`src/rtl/sccb_pkg.sv`:
```
// Shared definitions for the SCCB configuration sequencer.
// Holds the FSM state encoding, the table marker values, the SCCB R/W bit values
// and the index-width helper used by the sequencer and the table ROM.
package sccb_pkg;

    typedef logic [3:0] state_t;

    localparam state_t StIdle   = 4'd0;
    localparam state_t StFetch  = 4'd1;
    localparam state_t StDecode = 4'd2;
    localparam state_t StWrReq  = 4'd3;
    localparam state_t StWrWait = 4'd4;
    localparam state_t StRdReq  = 4'd5;
    localparam state_t StRdWait = 4'd6;
    localparam state_t StCheck  = 4'd7;
    localparam state_t StDelay  = 4'd8;
    localparam state_t StFinish = 4'd9;
    localparam state_t StFault  = 4'd10;

    // Table entry that terminates the sequence.
    localparam logic [15:0] END_MARK   = 16'hFFFF;
    // sub_addr value that turns an entry into a wait of data*DELAY_UNIT ticks.
    localparam logic [7:0]  DELAY_MARK = 8'hFF;

    localparam logic SCCB_WR = 1'b0;
    localparam logic SCCB_RD = 1'b1;

    // Index width; a one-entry table still needs a 1-bit address.
    function automatic int unsigned idx_width(input int unsigned n);
        return (n > 1) ? $clog2(n) : 1;
    endfunction

endpackage

```
`src/rtl/sccb_config_seq.sv`:
```
// Table-driven SCCB camera configuration sequencer.
// Walks a {sub_addr, data} table, issues one CoreSCCB write per entry, optionally
// reads it back and compares, retrying the write up to MAX_RETRY times, and
// reports completion or the failing entry. Every state/output update is gated by
// mid_pulse_i so the FSM runs at the SCCB bit rate.
// Ports:
//   PCLK, PRESETN       clock, asynchronous active-low reset
//   mid_pulse_i         one-PCLK strobe per SCCB bit period
//   go_i                start request (level, sampled when not busy)
//   tbl_addr_o          table index
//   tbl_data_i          table entry {sub_addr, data}
//   sccb_start_o        CoreSCCB start, held until sccb_done_i is seen
//   sccb_rw_o           0 write, 1 read
//   sccb_ip_addr_o      device address byte including R/W bit
//   sccb_sub_addr_o     register address
//   sccb_data_in_o      write data
//   sccb_done_i         CoreSCCB transaction complete
//   sccb_data_out_i     CoreSCCB read data
//   busy_o              sequence in progress
//   cfg_done_o          sticky: table completed without fault
//   cfg_error_o         sticky: verify failed after all retries
//   err_index_o         failing entry index
//   err_data_o          last read-back value of the failing entry
module sccb_config_seq
    import sccb_pkg::*;
#(
    parameter logic [6:0]  DEV_ADDR   = 7'h21,
    parameter int unsigned NUM_REGS   = 64,
    parameter bit          VERIFY     = 1'b1,
    parameter int unsigned MAX_RETRY  = 3,
    parameter int unsigned DELAY_UNIT = 300,
    parameter logic [7:0]  RESET_REG  = 8'h12,
    parameter int unsigned IDX_W      = idx_width(NUM_REGS)
) (
    input  logic             PCLK,
    input  logic             PRESETN,
    input  logic             mid_pulse_i,
    input  logic             go_i,
    output logic [IDX_W-1:0] tbl_addr_o,
    input  logic [15:0]      tbl_data_i,
    output logic             sccb_start_o,
    output logic             sccb_rw_o,
    output logic [7:0]       sccb_ip_addr_o,
    output logic [7:0]       sccb_sub_addr_o,
    output logic [7:0]       sccb_data_in_o,
    input  logic             sccb_done_i,
    input  logic [7:0]       sccb_data_out_i,
    output logic             busy_o,
    output logic             cfg_done_o,
    output logic             cfg_error_o,
    output logic [IDX_W-1:0] err_index_o,
    output logic [7:0]       err_data_o
);

    localparam int unsigned      DCNT_W    = $clog2(255 * DELAY_UNIT + 1);
    localparam logic [IDX_W-1:0] LAST_IDX  = IDX_W'(NUM_REGS - 1);
    localparam logic [3:0]       RETRY_LIM = 4'(MAX_RETRY);

    state_t             state_q, state_d;
    logic [IDX_W-1:0]   idx_q, idx_d;
    logic [7:0]         sub_q, sub_d;
    logic [7:0]         dat_q, dat_d;
    logic [7:0]         rdata_q, rdata_d;
    logic [3:0]         retry_q, retry_d;
    logic [DCNT_W-1:0]  dcnt_q, dcnt_d;
    logic               start_q, start_d;
    logic               rw_q, rw_d;
    logic [7:0]         ip_q, ip_d;
    logic               busy_q, busy_d;
    logic               done_q, done_d;
    logic               error_q, error_d;
    logic [IDX_W-1:0]   err_idx_q, err_idx_d;
    logic [7:0]         err_dat_q, err_dat_d;
    logic               advance;

    always_comb begin
        state_d   = state_q;
        idx_d     = idx_q;
        sub_d     = sub_q;
        dat_d     = dat_q;
        rdata_d   = rdata_q;
        retry_d   = retry_q;
        dcnt_d    = dcnt_q;
        start_d   = start_q;
        rw_d      = rw_q;
        ip_d      = ip_q;
        busy_d    = busy_q;
        done_d    = done_q;
        error_d   = error_q;
        err_idx_d = err_idx_q;
        err_dat_d = err_dat_q;
        advance   = 1'b0;

        case (state_q)
            StIdle, StFinish, StFault: begin
                if (go_i) begin
                    done_d    = 1'b0;
                    error_d   = 1'b0;
                    err_idx_d = '0;
                    err_dat_d = '0;
                    idx_d     = '0;
                    busy_d    = 1'b1;
                    state_d   = StFetch;
                end
            end
            // tbl_addr_o already shows idx_q; this slot lets the ROM data settle.
            StFetch: state_d = StDecode;
            StDecode: begin
                if (tbl_data_i == END_MARK) begin
                    done_d  = 1'b1;
                    busy_d  = 1'b0;
                    state_d = StFinish;
                end else if (tbl_data_i[15:8] == DELAY_MARK) begin
                    dcnt_d  = DCNT_W'(tbl_data_i[7:0]) * DCNT_W'(DELAY_UNIT);
                    state_d = StDelay;
                end else begin
                    sub_d   = tbl_data_i[15:8];
                    dat_d   = tbl_data_i[7:0];
                    retry_d = '0;
                    state_d = StWrReq;
                end
            end
            StWrReq: begin
                start_d = 1'b1;
                rw_d    = SCCB_WR;
                ip_d    = {DEV_ADDR, SCCB_WR};
                state_d = StWrWait;
            end
            StWrWait: begin
                if (sccb_done_i) begin
                    start_d = 1'b0;
                    // The soft-reset register clears itself, so reading it back is meaningless.
                    if (!VERIFY || (sub_q == RESET_REG)) begin
                        advance = 1'b1;
                    end else begin
                        state_d = StRdReq;
                    end
                end
            end
            StRdReq: begin
                start_d = 1'b1;
                rw_d    = SCCB_RD;
                ip_d    = {DEV_ADDR, SCCB_RD};
                state_d = StRdWait;
            end
            StRdWait: begin
                if (sccb_done_i) begin
                    start_d = 1'b0;
                    rdata_d = sccb_data_out_i;
                    state_d = StCheck;
                end
            end
            StCheck: begin
                if (rdata_q == dat_q) begin
                    advance = 1'b1;
                end else if (retry_q < RETRY_LIM) begin
                    retry_d = retry_q + 4'd1;
                    state_d = StWrReq;
                end else begin
                    error_d   = 1'b1;
                    err_idx_d = idx_q;
                    err_dat_d = rdata_q;
                    busy_d    = 1'b0;
                    state_d   = StFault;
                end
            end
            StDelay: begin
                if (dcnt_q == '0) begin
                    advance = 1'b1;
                end else begin
                    dcnt_d = dcnt_q - 1'b1;
                end
            end
            default: state_d = StIdle;
        endcase

        // A full table ends the sequence without wrapping the index.
        if (advance) begin
            if (idx_q == LAST_IDX) begin
                done_d  = 1'b1;
                busy_d  = 1'b0;
                state_d = StFinish;
            end else begin
                idx_d   = idx_q + 1'b1;
                state_d = StFetch;
            end
        end
    end

    always_ff @(posedge PCLK or negedge PRESETN) begin
        if (!PRESETN) begin
            state_q   <= StIdle;
            idx_q     <= '0;
            sub_q     <= '0;
            dat_q     <= '0;
            rdata_q   <= '0;
            retry_q   <= '0;
            dcnt_q    <= '0;
            start_q   <= 1'b0;
            rw_q      <= 1'b0;
            ip_q      <= '0;
            busy_q    <= 1'b0;
            done_q    <= 1'b0;
            error_q   <= 1'b0;
            err_idx_q <= '0;
            err_dat_q <= '0;
        end else if (mid_pulse_i) begin
            state_q   <= state_d;
            idx_q     <= idx_d;
            sub_q     <= sub_d;
            dat_q     <= dat_d;
            rdata_q   <= rdata_d;
            retry_q   <= retry_d;
            dcnt_q    <= dcnt_d;
            start_q   <= start_d;
            rw_q      <= rw_d;
            ip_q      <= ip_d;
            busy_q    <= busy_d;
            done_q    <= done_d;
            error_q   <= error_d;
            err_idx_q <= err_idx_d;
            err_dat_q <= err_dat_d;
        end
    end

    assign tbl_addr_o      = idx_q;
    assign sccb_start_o    = start_q;
    assign sccb_rw_o       = rw_q;
    assign sccb_ip_addr_o  = ip_q;
    assign sccb_sub_addr_o = sub_q;
    assign sccb_data_in_o  = dat_q;
    assign busy_o          = busy_q;
    assign cfg_done_o      = done_q;
    assign cfg_error_o     = error_q;
    assign err_index_o     = err_idx_q;
    assign err_data_o      = err_dat_q;

endmodule

```
`config.mk`:
```
export PLATFORM = sky130hd
export DESIGN_NAME = sccb_config_seq
export DESIGN_NICKNAME = d
export VERILOG_FILES = /design/src/rtl/sccb_pkg.sv /design/src/rtl/sccb_config_seq.sv
export SDC_FILE = /design/constraint.sdc
export NUM_CORES = 1
export LEC_CHECK = 0
export CAP_MARGIN = 40
export CORE_MARGIN = 4
export CORE_UTILIZATION = 55
export DETAILED_ROUTE_END_ITERATION = 16
export PLACE_DENSITY = 0.83
export SLEW_MARGIN = 20
export SYNTH_ARGS = -nofsm -noshare
export SYNTH_HDL_FRONTEND = slang
export SYNTH_SLANG_ARGS = --single-unit
```
`constraint.sdc`:
```
create_clock -name PCLK -period 2.7 [get_ports PCLK]
set_clock_uncertainty 0.1 [all_clocks]
set_input_delay 0.54 -clock PCLK [delete_from_list [all_inputs] [get_ports PCLK]]
set_output_delay 0.54 -clock PCLK [all_outputs]
set_load 0.02 [all_outputs]
```
# [Yosys cells after proc, flatten, opt, wreduce, memory -nomap -nowiden]
# Index checks and enable logic that the tools add are counted.
# Widths: inputs -> output; s select.
[op_classes] multipliers=1 mux=57 addsub=3 order_cmp=1 n_eq_ne=30 n_reduce_logical=18 bitwise=2
[ops] operator="$mux 4" count=14
[ops] operator="$mux 17" count=3
[ops] operator="$mux 6" count=7
[ops] operator="$pmux 4 s9" count=1
[ops] operator="$pmux 17 s2" count=1
[ops] operator="$pmux 8 s2" count=2
[ops] operator="$mux 8" count=3
[ops] operator="$mux 1" count=18
[ops] operator="$ne 2x2->1 const B" count=9
[ops] operator="$logic_not 17->1" count=1
[ops] operator="$sub 17x1->17 const B" count=1
[ops] operator="$eq 16x16->1 const B" count=1
[ops] operator="$eq 4x3->1 const B" count=4
[ops] operator="$mul 8x7->15 const B" count=1
[ops] operator="$ne 3x3->1 const B" count=5
[ops] operator="$eq 4x4->1 const B" count=3
[ops] operator="$pmux 6 s2" count=1
[ops] operator="$reduce_and 5->1" count=2
[ops] operator="$reduce_bool 2->1" count=5
[ops] operator="$eq 4x2->1 const B" count=2
[ops] operator="$eq 8x5->1 const B" count=1
[ops] operator="$eq 8x8->1" count=1
[ops] operator="$eq 8x8->1 const B" count=1
[ops] operator="$pmux 1 s2" count=4
[ops] operator="other kinds (17)" count=21
[word_totals] output_inout_bits=49 word_cells=127 input_bits=29 regBits=82

# [Longest topological paths before layout]
[logic_depth] word_depth=6 mapped_depth=13 mapped_depth_nobuf=13

# [Worst setup path before layout]
# No wires, ideal clock.
[synth_path] path_kind="input port to flip-flop" from="input port tbl_data_i[4]" to="register dcnt_q[13]" slack_ns=-1.082 arrival_time_ns=3.561 path_stages=13 cell_sequence="ha_1 ha_1 inv_1 fa_1 fa_1 inv_1 ha_1 a2111oi_0 o21ai_0 a41oi_1 xor2_1 o32ai_1 a22o_1"
[synth_via] elab_chain_cells=4 elab_cells_between_ends=7
[synth_lines] element="start, declared" line="sccb_config_seq.sv:40" text="input logic [15:0] tbl_data_i,"
[synth_lines] element="$mul 8x7->15" line="sccb_config_seq.sv:114" text="dcnt_d = DCNT_W'(tbl_data_i[7:0]) * DCNT_W'(DELAY_UNIT);"
[synth_lines] element="$mux 17" line="sccb_config_seq.sv:113" text="end else if (tbl_data_i[15:8] == DELAY_MARK) begin"
[synth_lines] element="$mux 17" line="sccb_config_seq.sv:109" text="if (tbl_data_i == END_MARK) begin"
[synth_lines] element="$pmux 17 s2" line="sccb_config_seq.sv:94" text="case (state_q)"
[synth_lines] element="end signal, assigned" line="sccb_config_seq.sv:214" text="dcnt_q <= dcnt_d;"
[synth_lines] element="end, declared" line="sccb_config_seq.sv:65" text="logic [DCNT_W-1:0] dcnt_q, dcnt_d;"
# Several ways; a longest one is shown, not always the timed one. The select of a mux whose other input is x is not followed.
# A chain may end at the register's enable or synchronous reset.

# [Final worst setup path]
[layout_path] from="input port tbl_data_i[4]" to="register dcnt_q[15]"
# Same word-level chain as after synthesis.

==> impl_metrics.toml <==
[floorplan]
die_w_um = 103.5
core_area_um2 = 8806
start_util = 0.5699
row_count = 34
die_h_um = 103.5
die_area_um2 = 10720
io_pins = 78

[sta]
drv_slew = 0
fmax_mhz = 286.5
grt_setup_unrepaired = "yes"
tns_ns = -4.773
setup_viol = 10
finalCriticalPeriod_ns = 3.491
finalHoldViolCount = 0
worstMarginPinSlew_ns = 0.6158
layout_worst_path_cycle_share = 1.293
setup_slack_ns = -0.7907
whs_ns = 0.3942
relSlewSlack = 0.5857

[power]
p_int_mw = 3.459
vdd_drop_max_uv = 548.8
power_density_nw_per_um2 = 868.3
total_power_mw = 6.009
seqPwrFrac = 0.310
p_sw_mw = 2.550
power_leakage_nw = 2.980
netSwitchingFraction = 0.4243
pwr-share-comb = 0.544
p_clk_frac = 0.146

[clock_network]
cts_root_buf = "clkbuf_8"
numCtsBuffers = 9
cts_tree = "done"
htree_levels = 3
cts.clk_slew.worst_paths_ns = 0.08
clock_latency_ns = 0.37
clock-sinks = 75
max-clock-path-buffers = 2

[placement]
pre_cts_ws_ns = -1.475
detailed_place_hpwl_um = 10490
placed_area_um2 = 6366
place_inst = 736
place.gp.congestion = 0.9120
portBuffers = 72

[yosys]
synth_top_area_share = 0.3740
ys_ff_latch = 75
synth.most_common_cell = "dfrtp_1"
syn_inst = 521
syn_area_um2 = 5019
yosysSeqAreaShare = 0.3740
synth-simple-area-share = 0.1650
synth.cells.most_frequent = "dfrtp_1 (75), ha_1 (41), inv_1 (38)"
yosys_most_used_dff = "dfrtp_1"
synthAdderAreaFrac = 0.1301
synth.largest_area_cell = "dfrtp_1"
synth_xor_area_frac = 0.02967
async_flop_share = 1.000
synth_area_leaders = "dfrtp_1 (37%), ha_1 (10%), o21ai_0 (3.4%), mux2_1 (3.4%), a21oi_1 (2.9%)"
avgSynthCellArea_um2 = 9.633
synth-compound-area-share = 0.1758
synthMuxAreaShare = 0.05959
synth_top_family_by_area = "compound AO/OA/AOI/OAI gates"
synthDistinctLibCells = 73
synth-edff-count = 0
ys_warn_count = 0

[flow_run]
maxCapViolCount = 0

[global_route]
grt_pass1_vias = 5030
antenna_found_initial = 0
grt_pass1_wl_um = 25500
grt_overflow = 0
grt_max_degree = 52
grt_util_all_layers = 0.2947

[worst_setup_path]
path_cells = "buf_8 -> ha_4 -> ha_4 -> inv_2 -> fa_1 -> fa_2 -> inv_2 -> ha_4 -> a2111oi_4 -> o21ai_2 -> a31o_4 -> a21oi_4 -> xor2_1 -> o31ai_1"
crit_top_cell = "ha_4"
endpoint_kind = "flop"
critical_path.max_stage_delay_ns = 0.55
crit_type = "in2reg"
cp_max_fo = 3
required_ns = 2.83
cp-start-kind = "input pin"
critPathSlowestCell = "fa_2"
crit_arrival_ns = 3.62

[cells_and_area]
final_cell_count_no_fill = 758
diodes = 0
final_area_um2 = 6920
area_growth_pct = 37.90
nets = 723
regArea_um2 = 1877
multi_input_area_um2 = 3259
final_util = 0.7859
fill_cells = 516
layout-drive-gt1-share = 0.2646

[detailed_routing]
ant_nets = 0
wl_per_cell_um = 21.19
viasPerCell = 6.447
remaining_drc_errors = 0
drt_iter0_drc = 469
dr.pass1.iters = 6
wirelength_um = 16060
vias = 4887

[outcome]
violations = "setup timing"
status = "finished, violations left"

[min_path]
min_path_type = "reg2reg"
-- layer usage --
layer  vias up  part of all wire  GRT usage
met5         -                 0          0
met4         0             0.060     0.1662
met3        96             0.073    0.05721
met2       294              0.49     0.5093
met1      2358              0.38     0.3430
li1       2139                 -          -
-- cell usage in the layout, fill, tap and decap left out, types with 6 or more instances in the layout --
master and n:
a21oi_1 23, a22o_1 6, and3_1 6, buf_4 62, buf_6 9, clkbuf_8 9, clkdlybuf4s50_1 63, dfrtp_1 75
fa_1 6, ha_1 21, ha_4 20, inv_1 32, inv_2 6, mux2_1 15, mux2_2 8, nand2_1 26
nand3_1 25, nor2_1 24, nor3_1 6, nor4_1 8, o21ai_0 28, o21ai_1 21, xnor2_1 9, xor2_1 6
-- critical path: cells and delay by family --
kind	cells	cell delay (ns)
AO/OA/AOI/OAI	5	1.04
adder cells (fa/ha/maj)	5	1.67
buffers and inverters	3	0.18
XOR/XNOR	1	0.18
-- power by group through the flow --
stage | Sequential (mW) | Combinational, mW | Clock (mW)
after floorplan | 1.96 | 1.64 | 0
after global placement | 1.82 | 2.74 | 0
after detailed placement | 1.84 | 2.87 | 0
after CTS | 1.83 | 3.08 | 0.886
after global routing | 1.91 | 3.50 | 0.942
final | 1.86 | 3.27 | 0.875
-- kinds of logic (layout without fill, tap and decap cells) --
group,Yosys count,in the layout
compound gates,137,137
xor+xnor,17,17
flops,75,75
mux,27,27
simple gates,144,144
buf+inv,72,197
fa+ha+maj,48,48
other cells,1,5
-- flip-flops by register name, summed over array words and instances (netlist names) --
signal           cells
dcnt_q              17
err_data_o           8
rdata_q              8
sccb_data_in_o       8
sccb_sub_addr_o      8
err_index_o          6
tbl_addr_o           6
retry_q              4
state_q              4
sccb_ip_addr_o       2
busy_o               1
cfg_done_o           1
cfg_error_o          1
sccb_start_o         1
-- cell type report --
type                            instances  share of cell area
Clock inverter                          6            0.009040
Tap cell                              108             0.01953
Sequential cell                        75              0.2712
Clock buffer                            9             0.01790
Inverter                               39             0.02152
Multi-Input combinational cell        378              0.4710
Timing Repair Buffer                  143              0.1898
-- what timing repair did --
action                                 CTS  global route
hold buffers                             1             0
gates resized for setup                 82            13
buffers inserted                         7             0
setup endpoints to repair               11            18
pin swaps                               34            22
endpoints found under the hold margin   24             0
-- path summary, 6_finish.rpt --
kind	start	end	cells past startpoint	slack, ns
worst min register to register	retry_q[2]	retry_q[2]	1	0.39
worst max-delay path	tbl_data_i[4]	dcnt_q[15]	14	-0.79
max in group asynchronous	PRESETN	retry_q[0]	3	1.42
worst min-delay path	retry_q[2]	retry_q[2]	1	0.39
min in group asynchronous	PRESETN	sccb_ip_addr_o[1]	2	0.51
worst max register to register	state_q[1]	dcnt_q[12]	5	0.11
No activity file was read; power rests on OpenSTA's default activity.
